`src/rtl/my_pkg.sv`:
```
// rtl/my_pkg.sv - shared types and constants for the I2C burst master
package my_pkg;

  typedef logic [7:0] byte_t;
  typedef logic [6:0] i2c_addr_t;

  localparam logic I2C_RD = 1'b1;
  localparam logic I2C_WR = 1'b0;

  typedef enum logic [3:0] {
    ST_IDLE, ST_START, ST_ADDR, ST_ADDR_ACK, ST_WDATA,
    ST_WACK, ST_RDATA, ST_RACK, ST_STOP
  } i2c_state_t;

endpackage

```
`src/rtl/i2c_burst_master_if.sv`:
```
// rtl/i2c_burst_master_if.sv - controller-side byte-stream handshake of the I2C burst master
interface i2c_burst_master_if #(
  parameter int LEN_W = 5
);
  import my_pkg::*;

  logic             start;
  logic             rw;
  i2c_addr_t        dev_addr;
  logic [LEN_W-1:0] len;
  byte_t            wr_data;
  logic             wr_ready;
  byte_t            rd_data;
  logic             rd_valid;
  logic             busy;
  logic             done;
  logic             nack;

  modport master (
    output start, rw, dev_addr, len, wr_data,
    input  wr_ready, rd_data, rd_valid, busy, done, nack
  );

  modport slave (
    input  start, rw, dev_addr, len, wr_data,
    output wr_ready, rd_data, rd_valid, busy, done, nack
  );

endinterface

```
`src/rtl/i2c_burst_master_bit_timer.sv`:
```
// rtl/i2c_burst_master_bit_timer.sv - quarter-bit divider producing SCL phase strobes
module i2c_bit_timer #(
  parameter int CLK_DIV = 4
) (
  input  logic       clk,
  input  logic       reset_n,
  input  logic       en,
  output logic [1:0] q_phase,
  output logic       q_last,
  output logic       bit_end
);
  localparam int DW = (CLK_DIV > 1) ? $clog2(CLK_DIV) : 1;

  logic [DW-1:0] div;

  assign q_last  = (div == DW'(CLK_DIV - 1));
  assign bit_end = q_last && (q_phase == 2'd3);

  always_ff @(posedge clk) begin
    if (!reset_n || !en) begin
      div     <= '0;
      q_phase <= 2'd0;
    end else if (q_last) begin
      div     <= '0;
      q_phase <= q_phase + 2'd1;
    end else begin
      div <= div + DW'(1);
    end
  end

endmodule

```
`src/rtl/i2c_burst_master.sv`:
```
// rtl/i2c_burst_master.sv - I2C master doing write/read bursts to a 7-bit target
module i2c_burst_master
  import my_pkg::*;
#(
  parameter int CLK_DIV   = 4,
  parameter int BURST_MAX = 16,
  parameter int LEN_W     = $clog2(BURST_MAX + 1)
) (
  input  logic                clk,
  input  logic                reset_n,
  i2c_burst_master_if.slave   bus,
  output logic                scl_oe,
  output logic                sda_oe,
  input  logic                sda_i
);
  localparam logic [3:0] IDLE     = ST_IDLE;
  localparam logic [3:0] START    = ST_START;
  localparam logic [3:0] ADDR     = ST_ADDR;
  localparam logic [3:0] ADDR_ACK = ST_ADDR_ACK;
  localparam logic [3:0] WDATA    = ST_WDATA;
  localparam logic [3:0] WACK     = ST_WACK;
  localparam logic [3:0] RDATA    = ST_RDATA;
  localparam logic [3:0] RACK     = ST_RACK;
  localparam logic [3:0] STOP     = ST_STOP;

  logic [3:0]       state;
  logic [1:0]       q_phase;
  logic             q_last;
  logic             bit_end;
  byte_t            shreg;
  logic [2:0]       bit_idx;
  logic [LEN_W-1:0] cnt;
  logic             ack_smp;
  logic             rw_q;
  logic             sda_pull;

  i2c_bit_timer #(.CLK_DIV(CLK_DIV)) u_timer (
    .clk     (clk),
    .reset_n (reset_n),
    .en      (bus.busy),
    .q_phase (q_phase),
    .q_last  (q_last),
    .bit_end (bit_end)
  );

  assign bus.busy = (state != IDLE);
  assign bus.done = (state == STOP) && bit_end;
  assign scl_oe   = (state != IDLE) && (state != START) && !q_phase[1];

  // Value driven for the current data/ACK bit; the byte arrives in the wr_ready cycle itself.
  always_comb begin
    sda_pull = 1'b0;
    case (state)
      ADDR:    sda_pull = ~shreg[7];
      WDATA:   sda_pull = bus.wr_ready ? ~bus.wr_data[7] : ~shreg[7];
      RACK:    sda_pull = (cnt != '0);
      default: sda_pull = 1'b0;
    endcase
  end

  always_ff @(posedge clk) begin
    if (!reset_n) begin
      state        <= IDLE;
      sda_oe       <= 1'b0;
      shreg        <= '0;
      bit_idx      <= 3'd7;
      cnt          <= '0;
      ack_smp      <= 1'b0;
      rw_q         <= I2C_WR;
      bus.nack     <= 1'b0;
      bus.wr_ready <= 1'b0;
      bus.rd_valid <= 1'b0;
      bus.rd_data  <= '0;
    end else begin
      bus.wr_ready <= 1'b0;
      bus.rd_valid <= 1'b0;
      if (bus.wr_ready)
        shreg <= bus.wr_data;

      if (q_last) begin
        if (q_phase == 2'd0 && state != IDLE && state != START)
          sda_oe <= (state == STOP) ? 1'b1 : sda_pull;
        if (q_phase == 2'd1 && state == START)
          sda_oe <= 1'b1;
        if (q_phase == 2'd2 && state == STOP)
          sda_oe <= 1'b0;
        if (q_phase == 2'd2) begin
          ack_smp <= sda_i;
          if (state == RDATA) begin
            shreg <= {shreg[6:0], sda_i};
            if (bit_idx == 3'd0) begin
              bus.rd_valid <= 1'b1;
              bus.rd_data  <= {shreg[6:0], sda_i};
            end
          end
        end
      end

      // bit_idx wraps 0 -> 7 by itself, so every byte starts at bit 7.
      case (state)
        IDLE: if (bus.start) begin
          state    <= START;
          rw_q     <= bus.rw;
          shreg    <= {bus.dev_addr, bus.rw};
          cnt      <= (bus.len > LEN_W'(BURST_MAX)) ? LEN_W'(BURST_MAX) : bus.len;
          bus.nack <= 1'b0;
        end
        START: if (bit_end) state <= ADDR;
        ADDR: if (bit_end) begin
          shreg   <= {shreg[6:0], 1'b0};
          bit_idx <= bit_idx - 3'd1;
          if (bit_idx == 3'd0) state <= ADDR_ACK;
        end
        ADDR_ACK: if (bit_end) begin
          if (ack_smp) begin
            bus.nack <= 1'b1;
            state    <= STOP;
          end else if (cnt == '0) begin
            state <= STOP;
          end else if (rw_q == I2C_RD) begin
            state <= RDATA;
          end else begin
            state        <= WDATA;
            bus.wr_ready <= 1'b1;
          end
        end
        WDATA: if (bit_end) begin
          shreg   <= {shreg[6:0], 1'b0};
          bit_idx <= bit_idx - 3'd1;
          if (bit_idx == 3'd0) begin
            state <= WACK;
            cnt   <= cnt - LEN_W'(1);
          end
        end
        WACK: if (bit_end) begin
          if (ack_smp) begin
            bus.nack <= 1'b1;
            state    <= STOP;
          end else if (cnt == '0) begin
            state <= STOP;
          end else begin
            state        <= WDATA;
            bus.wr_ready <= 1'b1;
          end
        end
        RDATA: if (bit_end) begin
          bit_idx <= bit_idx - 3'd1;
          if (bit_idx == 3'd0) begin
            state <= RACK;
            cnt   <= cnt - LEN_W'(1);
          end
        end
        RACK: if (bit_end) state <= (cnt == '0) ? STOP : RDATA;
        STOP: if (bit_end) state <= IDLE;
        default: state <= IDLE;
      endcase
    end
  end

endmodule

```
`src/flat_wrapper.sv`:
```
// flat-port wrapper written by rule: the top's interface ports become plain ports
module i2c_burst_master_flat import my_pkg::*;
#(
  parameter int CLK_DIV   = 4,
  parameter int BURST_MAX = 16,
  parameter int LEN_W     = $clog2(BURST_MAX + 1)
)
  (clk, reset_n, scl_oe, sda_oe, sda_i, bus_start, bus_rw, bus_dev_addr, bus_len, bus_wr_data, bus_wr_ready, bus_rd_data, bus_rd_valid, bus_busy, bus_done, bus_nack);
  i2c_burst_master_if #(.LEN_W(LEN_W)) bus_i ();
  input  logic clk;
  input  logic reset_n;
  output logic scl_oe;
  output logic sda_oe;
  input  logic sda_i;
  input wire logic [$bits(bus_i.start)-1:0] bus_start;
  input wire logic [$bits(bus_i.rw)-1:0] bus_rw;
  input wire logic [$bits(bus_i.dev_addr)-1:0] bus_dev_addr;
  input wire logic [$bits(bus_i.len)-1:0] bus_len;
  input wire logic [$bits(bus_i.wr_data)-1:0] bus_wr_data;
  output wire logic [$bits(bus_i.wr_ready)-1:0] bus_wr_ready;
  output wire logic [$bits(bus_i.rd_data)-1:0] bus_rd_data;
  output wire logic [$bits(bus_i.rd_valid)-1:0] bus_rd_valid;
  output wire logic [$bits(bus_i.busy)-1:0] bus_busy;
  output wire logic [$bits(bus_i.done)-1:0] bus_done;
  output wire logic [$bits(bus_i.nack)-1:0] bus_nack;
  assign bus_i.start = bus_start;
  assign bus_i.rw = bus_rw;
  assign bus_i.dev_addr = bus_dev_addr;
  assign bus_i.len = bus_len;
  assign bus_i.wr_data = bus_wr_data;
  assign bus_wr_ready = bus_i.wr_ready;
  assign bus_rd_data = bus_i.rd_data;
  assign bus_rd_valid = bus_i.rd_valid;
  assign bus_busy = bus_i.busy;
  assign bus_done = bus_i.done;
  assign bus_nack = bus_i.nack;
  i2c_burst_master #(.CLK_DIV(CLK_DIV), .BURST_MAX(BURST_MAX), .LEN_W(LEN_W)) u_core (.clk(clk), .reset_n(reset_n), .bus(bus_i), .scl_oe(scl_oe), .sda_oe(sda_oe), .sda_i(sda_i));
endmodule
```
`config.mk`:
```
export PLATFORM = sky130hd
export DESIGN_NAME = i2c_burst_master_flat
export DESIGN_NICKNAME = d
export VERILOG_FILES = /design/src/rtl/my_pkg.sv /design/src/rtl/i2c_burst_master_if.sv /design/src/rtl/i2c_burst_master_bit_timer.sv /design/src/rtl/i2c_burst_master.sv /design/src/flat_wrapper.sv
export SDC_FILE = /design/constraint.sdc
export NUM_CORES = 1
export LEC_CHECK = 0
export CAP_MARGIN = 20
export CORE_ASPECT_RATIO = 1.5
export CORE_MARGIN = 2
export CORE_UTILIZATION = 50
export DETAILED_ROUTE_END_ITERATION = 8
export GPL_ROUTABILITY_DRIVEN = 0
export MAX_ROUTING_LAYER = met4
export PLACE_DENSITY = 0.77
export SLEW_MARGIN = 20
export SYNTH_ARGS = -nofsm -noshare
export SYNTH_HDL_FRONTEND = slang
export SYNTH_SLANG_ARGS = --single-unit
```
`constraint.sdc`:
```
create_clock -name clk -period 2.76 [get_ports clk]
set_clock_uncertainty 0.2 [all_clocks]
set_input_delay 0.69 -clock clk [delete_from_list [all_inputs] [get_ports clk]]
set_output_delay 0.69 -clock clk [all_outputs]
set_load 0.05 [all_outputs]
```
---- After elaboration in Yosys (flattened, before gate mapping) ----
Cells that the tools add are included.
storage, ports and cells
  bits of input ports ..................... 25
  flip-flop bits (word level) ............. 38
  word-level logic and storage cells ...... 134
  output and inout port bits .............. 15
operators by class
  reduce and logical (&&, ||, !) cells .... 35
  bitwise gates (word level) .............. 2
  equal/unequal tests ..................... 29
  add/subtract/negate cells ............... 4
  mux-type cells .......................... 50
  order comparisons ....................... 1
operator list
  cell                                                   count
  2-to-1 mux 4 bit                                       17
  2-to-1 mux 8 bit                                       6
  one-hot mux 4 bit (9 select lines)                     1
  inequality test 2 x 1 -> 1 bit, second input constant  14
  2-to-1 mux 5 bit                                       4
  equality test 4 x 3 -> 1 bit, second input constant    4
  2-to-1 mux 1 bit                                       16
  one-hot mux 8 bit (2 select lines)                     1
  AND reduction 4 bit                                    4
  AND reduction 12 bit                                   1
  one-hot mux 5 bit (2 select lines)                     1
  equality test 4 x 2 -> 1 bit, second input constant    2
  logical AND 1 bit                                      8
  AND reduction 2 bit                                    4
  OR reduction 2 bit                                     4
  equality test 2 bit, second input constant             3
  > comparator 5 bit, second input constant              1
  logical NOT 5 bit                                      1
  nonzero test 5 bit                                     1
  subtractor 5 x 1 -> 5 bit, second input constant       1
  adder 2 x 1 -> 2 bit, second input constant            2
  equality test 4 x 1 -> 1 bit, second input constant    1
  equality test 4 bit, second input constant             1
  logical NOT 4 bit                                      1
  16 further kinds                                       22

---- Longest topological paths before layout ----
Gate-level depths: netlist of the first run.
  depth in word-level cells ............... 7
  mapped depth ............................ 7
  mapped depth without buffers ............ 7

---- Cells and area by module ----
From an unflattened synthesis of the first run, not the netlist that was laid out.
unflattened totals
  cell total of the unflattened synthesis .. 242
  area total of the unflattened synthesis .. 2,048.2 um^2
by module, submodules not included
  module            sequential area each (um^2)  area each (um^2)  cells each  times used
  i2c_burst_master  680.7                        1,876.8           227         1
  i2c_bit_timer     80.1                         171.4             15          1

---- Least setup slack after synthesis of the first run ----
OpenSTA, ideal clock, no wires.
  kind .................................... register to output
  start ................................... register u_core.state[3]
  end ..................................... output scl_oe
  cell stages (with the launch flop) ...... 4
  buffers on the path ..................... 1
  slack ................................... 0.400 ns
  required time ........................... 1.870 ns
  data arrival time ....................... 1.470 ns
  cells stage by stage .................... dfxtp_1 -> clkbuf_1 -> nor2_1 -> nor2_1
between the ends
  cells in the longest elaborated chain, start to end .. 3
  elaborated cells on any way between the ends .. 4
  those cells by class .................... eq/ne (1); reduce/logical (3)
RTL lines
  element                                                                      RTL line                 RTL
  from (decl)                                                                  i2c_burst_master.sv:26   logic [3:0] state;
  from (signal assigned)                                                       i2c_burst_master.sv:153  RACK: if (bit_end) state <= (cnt == '0) ? STOP : RDATA;
  inequality test 4 x 1 -> 1 bit / nonzero test 4 bit (equally long branches)  i2c_burst_master.sv:48   assign scl_oe = (state != IDLE) && (state != START) && !q_phase[1];
  logical AND 1 bit (*) (2 in series)                                          i2c_burst_master.sv:48
  to (decl)                                                                    flat_wrapper.sv:12       output logic scl_oe;
Every way passes the cells marked *; elsewhere a longest branch is shown, timed or not.

---- Worst setup path after layout of the first run ----
  start ................................... register u_core.u_timer.div[0]
  end ..................................... output bus_done
between the ends
  cells in the longest elaborated chain, start to end .. 3
RTL lines
  element                 RTL line                          RTL
  from (decl)             i2c_burst_master_bit_timer.sv:14  logic [DW-1:0] div;
  from (signal assigned)  i2c_burst_master_bit_timer.sv:27  div <= div + DW'(1);
  equality test 2 bit     i2c_burst_master_bit_timer.sv:16  assign q_last = (div == DW'(CLK_DIV - 1));
  logical AND 1 bit       i2c_burst_master_bit_timer.sv:17  assign bit_end = q_last && (q_phase == 2'd3);
  logical AND 1 bit       i2c_burst_master.sv:47            assign bus.done = (state == STOP) && bit_end;
  to (decl)               flat_wrapper.sv:24                output wire logic [$bits(bus_i.done)-1:0] bus_done;
Every way passes these cells.

==> key figures, run 1 <==
Worst setup path
  – Critical R2R Launch: u_core.state[2]
  – Startpoint Class: flip-flop
  – FF-to-FF End: u_core.cnt[0]
  – Crit path top cell by count: and2_1
  – Critical Path, Cell by Cell: ha_1 > and2_1 > and2_1 > buf_12
  – Arrival time worst endpoint: 1700 ps
  – Sum of buffers and inverters on the critical path: 1
  – Worst Setup Path Type: flip-flop to output pin
  – R2R cell count: 5
  – R2R Setup Slk: around 710 ps
  – Top Family by Delay on Critical Path: simple AND/OR/NAND/NOR gates
  – Crit-path max FO: 13
  – Largest stage delay, worst path: 440 ps
  – Crit end category: output pin
  – CP max stage cell: ha_1
  – Req. time, crit path: 1870 ps

Power
  – Total power: between 1 and 1.5 mW
  – Power density cells: 454 nW/um2
  – Leakage power total: 1.10 nW
  – Worst vdd ir: 0.366 mV

Clock tree
  – Worst-Skew Late Latency: 290 ps
  – Clock Root Buffer: clkbuf_8
  – Post-cts repair resize count: 0
  – CTS Buffer Depth: 2
  – TritonCTS clock tree: built
  – H-tree depth: 2
  – Clock-pin slew on the worst setup and hold paths: 70 ps
  – Clock Sinks: 38
  – Num CTS Buffers: 5
  – # hold bufs at CTS: 0
  – Post-CTS Setup Inserts: 0

Logic synthesis
  – Synthesized cell area: approximately 2200 um2
  – EDFF count, synth: 0
  – Syn avg cell area: slightly below 9 um2
  – Syn Nets: 282
  – Yosys reg bits: 38
  – Post-Syn Instances: 248
  – Sequential area share after synthesis: between 30% and 40%
  – Dominant synthesized flop cell: dfxtp_1
  – FFs w/ async S/R, synth: 0%
  – Synth Warn #: 0
  – Post-synth cell types: slightly below 60

Detailed routing
  – Met3 wire len: 190 um
  – Number of remaining DRC errors: 0
  – Highest Signal Layer: met4
  – Via-to-Cell Ratio: 5.87
  – DRT met1 WL: 2050 um
  – DR WL/cell: 15.0 um
  – Drt first pass iters: 4
  – Iteration-0 DRC count of the detailed router: 81
  – Routed WL: slightly above 5000 um
  – ANT nets after route: 0
  – Routed wl met2: 2700 um
  – Vias: slightly below 2000

Finish
  – # diodes: 0
  – Fillers: 376
  – FF/Latch Area: ~760 um2
  – Area growth from synthesis to layout: 26.2%
  – Cell Count, Final, Fillers Out: between 300 and 400
  – Area of the multi-input gates: around 1300 um2
  – Final nets: 322
  – Ratio of cells with drive above 1 in the final layout: 11.8%
  – Util after Layout: 65.1%

STA
  – Final Slew Violations: 0
  – Worst hold slack: ~230 ps
  – Minimum clock period: 2590 ps
  – Sum Neg Setup Slack: 0 ps
  – Final hold violations: 0
  – Rel. slew slack: 62.0%
  – Period utilization: between 90% and 100%
  – RSZ-0062 raised after global routing: no
  – Final setup fails: 0
  – Slew @ Worst Pin: 568 ps
  – Fmax: 386 MHz

Outcome
  – Status: completed

Floorplan
  – Die Width: 57.6 um
  – Rows: 29
  – Core ar.: approximately 4200 um2
  – Die area: 4860 um2
  – Die Y: approximately 84 um
  – I/O pins: 40
  – Initial Utilization: 51.6%

Worst hold path
  – Tightest Hold Check Type: flip-flop to flip-flop
  – Hold EP: u_core.u_timer.div[0]
  – Hold Path Depth: 1
  – Hold path start: u_core.u_timer.div[0]

Placement
  – Placed Cells: roughly 330
  – Post-DP HPWL: 3720 um
  – I/O Buffers: 39

Global routing
  – Antenna violations before repair: 0
  – Largest net degree at the start of global routing: 22
  – Number of global-route vias before repair: ~1800
  – Overall Global Routing Usage: between 20% and 30%
  – Global route overflow: 0
  – First-pass GRT wire length: between 8000 and 9000 um

Run
  – Max Cap Violations: 0
## power breakdown
group | leakage (nW) | internal [mW] | switching (mW)
clock | 0.0524 | 0.270 | 0.194
sequential | 0.309 | 0.568 | 0.0218
combinational | 0.735 | 0.0899 | 0.0902
total | 1.10 | 0.928 | 0.306
## state kept, by name, summed over array words and instances, names as in the netlist
name / flops
u_core.ack_smp: 1
u_core.bit_idx: 3
u_core.bus.nack: 1
u_core.bus.rd_data: 8
u_core.bus.rd_valid: 1
u_core.bus.wr_ready: 1
u_core.cnt: 5
u_core.rw_q: 1
u_core.sda_oe: 1
u_core.shreg: 8
u_core.state: 4
u_core.u_timer.div: 2
u_core.u_timer.q_phase: 2
## cells in the mapped netlist (4+ instances only)
cell / instances / area, um2
a21oi_1: 21 / 105
a22oi_1: 8 / 60.1
and2_1: 4 / 25.0
buf_2: 7 / 35.0
clkbuf_1: 6 / 22.5
dfxtp_1: 38 / 761
ha_1: 9 / 113
inv_1: 9 / 33.8
mux2_2: 7 / 78.8
mux2i_1: 11 / 110
nand2_1: 23 / 86.3
nand2b_1: 6 / 37.5
nand3_1: 9 / 45.0
nor2_1: 21 / 78.8
nor3_1: 4 / 20.0
o211ai_1: 4 / 30.0
## cells by family after synthesis
group,share of synthesized area [%]
and+or+nand+nor,23.5
AOI/OAI and AO/OA,20.2
DFF,35.3
buffers and inverters,5.29
muxes,8.78
adders and majority gates,5.23
xor gates and xnor gates,1.63
## area by class of cell
| cell class | count | share of cell area, % |
|---|---|---|
| Multi-Input combinational cell | 185 | 47.1 |
| Sequential cell | 38 | 28.0 |
| Timing Repair Buffer | 48 | 17.5 |
| Clock buffer | 7 | 2.81 |
| Tap cell | 46 | 2.12 |
| Inverter | 10 | 1.38 |
| Clock inverter | 1 | 1.11 |
## worst max-delay path by stage
| stage | start | end | depth (start not counted) |
|---|---|---|---|
| finish | u_core.u_timer.div[0] | bus_done | 4 |
| global route | u_core.u_timer.div[0] | bus_done | 4 |
| CTS | u_core.u_timer.div[0] | bus_done | 4 |
| detailed placement | bus_start | u_core.cnt[0] | 4 |
| global placement | bus_start | u_core.cnt[0] | 4 |
| floorplan | u_core.state[3] | scl_oe | 3 |
## layer usage
metal,track usage [%],up-vias
li1,-,977
met5,-,-
met3,4.47,8
met1,25.5,935
met4,8.67,0
met2,39.4,45
## stage by stage
| stage | setup WS (ps) | area, um2 |
|---|---|---|
| 6_report | 171 | 2720 |
| 5_1_grt | 65.2 | 2720 |
| 4_1_cts | 168 | 2720 |
| 3_5_place_dp | 430 | 2610 |
| 3_3_place_gp | 438 | 2610 |
| 2_1_floorplan | 400 | 2150 |
## cell usage in the layout (no fill, tap or decap), types with 2 or more instances in the layout
cell type        instances
nand2_1                 23
mux2i_1                 11
o21ai_1                  3
nor2b_1                  2
nand3b_1                 2
xnor2_1                  2
nor3_1                   4
dfxtp_1                 38
buf_12                   2
a22oi_1                  8
o211ai_1                 4
clkdlybuf4s50_1         36
nand3_1                  9
and3_1                   3
nor3b_1                  3
nand2b_1                 6
xor2_1                   2
buf_4                   10
a31oi_1                  2
a21oi_1                 21
clkbuf_1                 2
nor2_1                  21
clkbuf_8                 5
o31ai_1                  2
ha_1                     9
and2_1                   4
or3_1                    3
a211oi_1                 3
o21a_1                   2
o221ai_1                 2
mux2_2                   7
inv_1                    9
nor4b_1                  2
Power figures use the tool's default switching activity.
==> run 2: changes to the inputs <==
--- a/config.mk
+++ b/config.mk
@@ -13,7 +13,6 @@
 export GPL_ROUTABILITY_DRIVEN = 0
 export MAX_ROUTING_LAYER = met4
 export PLACE_DENSITY = 0.77
-export SLEW_MARGIN = 20
 export SYNTH_ARGS = -nofsm -noshare
 export SYNTH_HDL_FRONTEND = slang
 export SYNTH_SLANG_ARGS = --single-unit
==> results of run 2 <==
Final layout, timing and power as in run 1 (identical DEF).
